File: config.mk
export PLATFORM = sky130hd
export DESIGN_NAME = pipeline_hazard_tracker
export DESIGN_NICKNAME = d
export VERILOG_FILES = /design/src/rtl/pipeline_hazard_tracker.sv
export SDC_FILE = /design/constraint.sdc
export NUM_CORES = 1
export LEC_CHECK = 0
export BUFFER_PORTS_ARGS = -buffer_cell sky130_fd_sc_hd__clkbuf_2
export CAP_MARGIN = 0
export CELL_PAD_IN_SITES_DETAIL_PLACEMENT = 2
export CELL_PAD_IN_SITES_GLOBAL_PLACEMENT = 2
export CORE_ASPECT_RATIO = 2
export CORE_MARGIN = 10
export CORE_UTILIZATION = 29
export DETAILED_ROUTE_END_ITERATION = 8
export PLACE_DENSITY = 0.77
export SYNTH_ARGS = -nofsm -noshare
export SYNTH_HDL_FRONTEND = slang
export SYNTH_SLANG_ARGS = --single-unit
File: constraint.sdc
create_clock -name clk -period 2.2 [get_ports clk]
set_clock_uncertainty 0.1 [all_clocks]
set_input_delay 0.11 -clock clk [delete_from_list [all_inputs] [get_ports clk]]
set_output_delay 0.11 -clock clk [all_outputs]
set_load 0.01 [all_outputs]
File: src/rtl/pipeline_hazard_tracker.sv
// In-flight destination tracker for the ID/EX, EX/MEM and MEM/WB slots.
// Feeds the forwarding unit and raises load-use stall, bubble and IF/ID flush control.
module pipeline_hazard_tracker #(
   parameter int RBITS = 5,
   parameter int SBITS = 2
) (
   input  logic             clk,
   input  logic             reset,
   input  logic             enable,
   input  logic [RBITS-1:0] IF_ID_rs,
   input  logic [RBITS-1:0] IF_ID_rt,
   input  logic [RBITS-1:0] dec_rd,
   input  logic             dec_regwrite,
   input  logic             dec_memread,
   input  logic             branch_taken,
   output logic [RBITS-1:0] ID_EX_rd,
   output logic [RBITS-1:0] EX_MEM_rd,
   output logic [RBITS-1:0] MEM_WB_rd,
   output logic             ID_EX_regwrite,
   output logic             EX_MEM_regwrite,
   output logic             MEM_WB_regwrite,
   output logic             stall,
   output logic             if_id_flush,
   output logic [SBITS-1:0] stall_cycles
);

   localparam logic [SBITS-1:0] MAX_STALL = SBITS'(2);

   // Slot 0 = ID/EX, 1 = EX/MEM, 2 = MEM/WB.
   logic [RBITS-1:0] rd_reg [3];
   logic [2:0]       regwrite_reg;
   // MEM/WB needs no load flag: its data is already forwardable.
   logic [1:0]       memread_reg;
   logic [SBITS-1:0] stall_cycles_reg;

   logic [1:0]       hz;
   logic             stall_int;
   logic             bubble;
   logic             entry_regwrite;

   genvar gi;
   generate
      for (gi = 0; gi < 2; gi++) begin : g_hz
         assign hz[gi] = memread_reg[gi] & regwrite_reg[gi] & (rd_reg[gi] != '0) &
                         ((rd_reg[gi] == IF_ID_rs) | (rd_reg[gi] == IF_ID_rt));
      end
   endgenerate

   assign stall_int      = (|hz) & enable & ~reset;
   assign bubble         = stall_int | branch_taken;
   // A write to r0 is architecturally a no-op, so it never looks like a producer.
   assign entry_regwrite = dec_regwrite & (dec_rd != '0);

   always_ff @(posedge clk) begin
      if (reset) begin
         for (int i = 0; i < 3; i++) begin
            rd_reg[i] <= '0;
         end
         regwrite_reg     <= '0;
         memread_reg      <= '0;
         stall_cycles_reg <= '0;
      end else if (enable) begin
         rd_reg[2]       <= rd_reg[1];
         regwrite_reg[2] <= regwrite_reg[1];
         rd_reg[1]       <= rd_reg[0];
         regwrite_reg[1] <= regwrite_reg[0];
         memread_reg[1]  <= memread_reg[0];
         if (bubble) begin
            rd_reg[0]       <= '0;
            regwrite_reg[0] <= 1'b0;
            memread_reg[0]  <= 1'b0;
         end else begin
            rd_reg[0]       <= entry_regwrite ? dec_rd : '0;
            regwrite_reg[0] <= entry_regwrite;
            memread_reg[0]  <= dec_memread;
         end
         if (!stall_int) begin
            stall_cycles_reg <= '0;
         end else if (stall_cycles_reg != MAX_STALL) begin
            stall_cycles_reg <= stall_cycles_reg + SBITS'(1);
         end
      end
   end

   assign ID_EX_rd        = rd_reg[0];
   assign EX_MEM_rd       = rd_reg[1];
   assign MEM_WB_rd       = rd_reg[2];
   assign ID_EX_regwrite  = regwrite_reg[0];
   assign EX_MEM_regwrite = regwrite_reg[1];
   assign MEM_WB_regwrite = regwrite_reg[2];
   assign stall           = stall_int;
   // A pending stall holds the branch in decode; it is flushed once the hazard clears.
   assign if_id_flush     = branch_taken & ~stall_int & enable & ~reset;
   assign stall_cycles    = stall_cycles_reg;

endmodule

==> results.json <==
{
  "clock.fmax_mhz": 470,
  "yosysWarningCount": 0,
  "antenna_found_initial": 0,
  "diodes": 0,
  "die_h_um": 110,
  "drt_iter0_drc": 14,
  "cts_buffers": 3,
  "area_delta_synth_final_pct": 40.6,
  "io_buffers": 42,
  "place_congestion": 0.833,
  "cts_sinks": 22,
  "crit_path_end_kind": "output port",
  "ir_worst_vdd_v": 0.000394,
  "hold_viol_final": 0,
  "grt_max_degree": 16,
  "synth-seq-cells": 22,
  "coreArea_mm2": 0.00388,
  "ios": 43,
  "cts_tree": "built",
  "grt_remaining_overflow": 0,
  "holdCritStartpoint": "reset",
  "syn_nets": 126,
  "drive_gt1_frac": 0.436,
  "p_per_area_mw_per_mm2": 559,
  "die_area_mm2": 0.00710,
  "drtPass1Iterations": 3,
  "path_max_fanout": 3,
  "wirelength_um": 3890,
  "cap_violations": 0,
  "syn_area_per_cell_um2": 11.2,
  "clk_pin_slew_ns": 0.08,
  "fillers": 450,
  "ys_top_cells_by_area": "edfxtp_1 (39%), xnor2_1 (15%), dfxtp_1 (12%), and2_1 (7.5%), mux2i_1 (2.6%)",
  "synth_area_mm2": 0.00116,
  "crit_path_start_kind": "flop",
  "post-route-util": 0.421,
  "clk_latency_ns": 0.27,
  "drcViolationCount": 0,
  "synth_top_area_frac": 0.387,
  "start_util": 0.300,
  "detail-route-antenna-nets": 0,
  "postSynthCellCount": 104,
  "setup_viol": 0,
  "ys_types": 25,
  "viasPerCell": 4.71,
  "r2r-start": "rd_reg[0][7]$_SDFFCE_PP0P_",
  "dp_hpwl_um": 3030,
  "htreeDepth": 1,
  "die_w_um": 64.8,
  "worst_pin_slew_ns": 0.604,
  "largest_reg_flops": 15,
  "worst-r2r-setup-slack_ns": 0.11,
  "maxSlewViolCount": 0,
  "timing.slew.headroom": 0.597,
  "dp.cells": 201,
  "dp_slack_ns": 0.146,
  "grt_pass1_vias": 1200,
  "fin_ws_ns": 0.0704,
  "grt_setup_unrepaired": "yes",
  "hold_path_depth": 2,
  "status": "finished, final reports clean",
  "p_total_mw": 0.915,
  "reg2regPathDepth": 6,
  "root_buffer": "clkbuf_8",
  "setup_tns_ns": 0,
  "crit_required_ns": 1.99,
  "grt_pass1_wl_um": 5990,
  "period_share": 0.968,
  "finalNonFillerCells": 214,
  "whs_endpoint": "stall_cycles[1]$_SDFFE_PP0P_",
  "vias": 1007,
  "routedWlPerCell_um": 18.2,
  "gr-usage-all-layers": 0.108,
  "worstSetupPathType": "flop to output port",
  "fp-row-count": 32,
  "yosysSeqAreaShare": 0.508,
  "min_path_type": "primary input to flop",
  "period_minus_slack_ns": 2.13,
  "clk_path_buf_depth": 2,
  "synth_top_cell_by_area": "edfxtp_1",
  "leakage_nw": 0.727,
  "r2r_end": "rd_reg[0][3]$_SDFFCE_PN0P_",
  "final_nets": 186,
  "cp_data_arrival_time_ns": 1.92
}
synthesized netlist by cell type:
cell       n
xnor2_1   20
edfxtp_1  15
and2_1    14
dfxtp_1    7
nand2_1    7
nor2_1     7
nand3_1    4
a21o_2     3
mux2i_1    3
nand2b_1   3
a21oi_1    2
clkbuf_1   2
inv_1      2
o22ai_1    2
o311a_1    2
or3_1      2
a22oi_4    1
a32o_1     1
and2_2     1
and3_2     1
ha_1       1
nand3b_1   1
nor2b_1    1
o2111a_2   1
or4_1      1
timing repair:
item                                   CTS  global route
gates resized for setup                  2             6
pin swaps                                3             4
endpoints found under the hold margin    1             0
hold buffers                             1             0
setup endpoints to repair                1             2
setup buffers                            4             4
power by group:
group / switching, mW / leakage [nW] / internal (mW)
Combinational: 0.0916 / 0.482 / 0.0891
Sequential: 0.0167 / 0.222 / 0.462
Clock: 0.131 / 0.0231 / 0.125
Total: 0.239 / 0.727 / 0.676
worst max path at each step:
| stage | from | end | slack (ns) | cells after the start |
|---|---|---|---|---|
| floorplan | rd_reg[0][5]$_SDFFCE_PP0P_ | rd_reg[0][0]$_SDFFCE_PN0P_ | 0.20 | 5 |
| CTS | rd_reg[0][7]$_SDFFCE_PP0P_ | if_id_flush | 0.007 | 5 |
| global route | rd_reg[0][4]$_SDFFCE_PN0P_ | stall | -0.06 | 8 |
| finish | rd_reg[0][7]$_SDFFCE_PP0P_ | stall | 0.07 | 6 |
| detailed placement | rd_reg[0][7]$_SDFFCE_PP0P_ | rd_reg[0][3]$_SDFFCE_PN0P_ | 0.15 | 5 |
| global placement | rd_reg[0][7]$_SDFFCE_PP0P_ | rd_reg[0][4]$_SDFFCE_PN0P_ | 0.23 | 5 |
layer usage:
metal / up-vias / share of wire / GRT usage
met1: 483 / 0.32 / 0.0928
met2: 36 / 0.58 / 0.212
met5: - / 0 / 0
met4: 0 / 0.029 / 0.0492
li1: 480 / - / -
met3: 8 / 0.072 / 0.0367
critical path, cell delays in order, from the launching register on:
cell      delay [ns]
edfxtp_1        0.40
or3_4           0.39
o311a_4         0.33
a22oi_4         0.22
buf_4           0.15
nor2_1          0.04
clkbuf_2        0.13
cell families (layout without fill, tap and decap cells):
kind of cell,count (synthesis),in the layout,synth area share
buf+inv,4,63,0.0129
compound gates,12,12,0.0968
flops,22,22,0.508
simple gates,42,42,0.196
xor+xnor,20,20,0.151
fa+ha+maj,1,1,0.0108
mux,3,3,0.0258
area by class of cell:
type / count / area (um^2) / area share
repair buffers: 57 / 332 / 0.203
clock buffers: 3 / 41.3 / 0.0252
inverters: 2 / 7.51 / 0.00459
well taps: 51 / 63.8 / 0.0390
flip-flops and latches: 22 / 591 / 0.361
clock inverters: 1 / 3.75 / 0.00229
multi-input cells: 78 / 598 / 0.365
stage by stage:
stage               hold WS [ns]  instance area [um^2]
global route              0.0389                  1640
detailed placement         0.256                  1480
CTS                       0.0298                  1580
floorplan                 0.0791                  1160
global placement           0.255                  1480
finish                    0.0267                  1640
cells in the final DEF, fill, tap and decap left out, types with 4 or more instances in the layout:
cell / count
and2_1: 14
edfxtp_1: 15
nand2_1: 7
nor2_1: 7
clkbuf_2: 41
dfxtp_1: 7
nand3_1: 4
buf_4: 14
xnor2_1: 19
No activity file was read; power rests on OpenSTA's default activity.
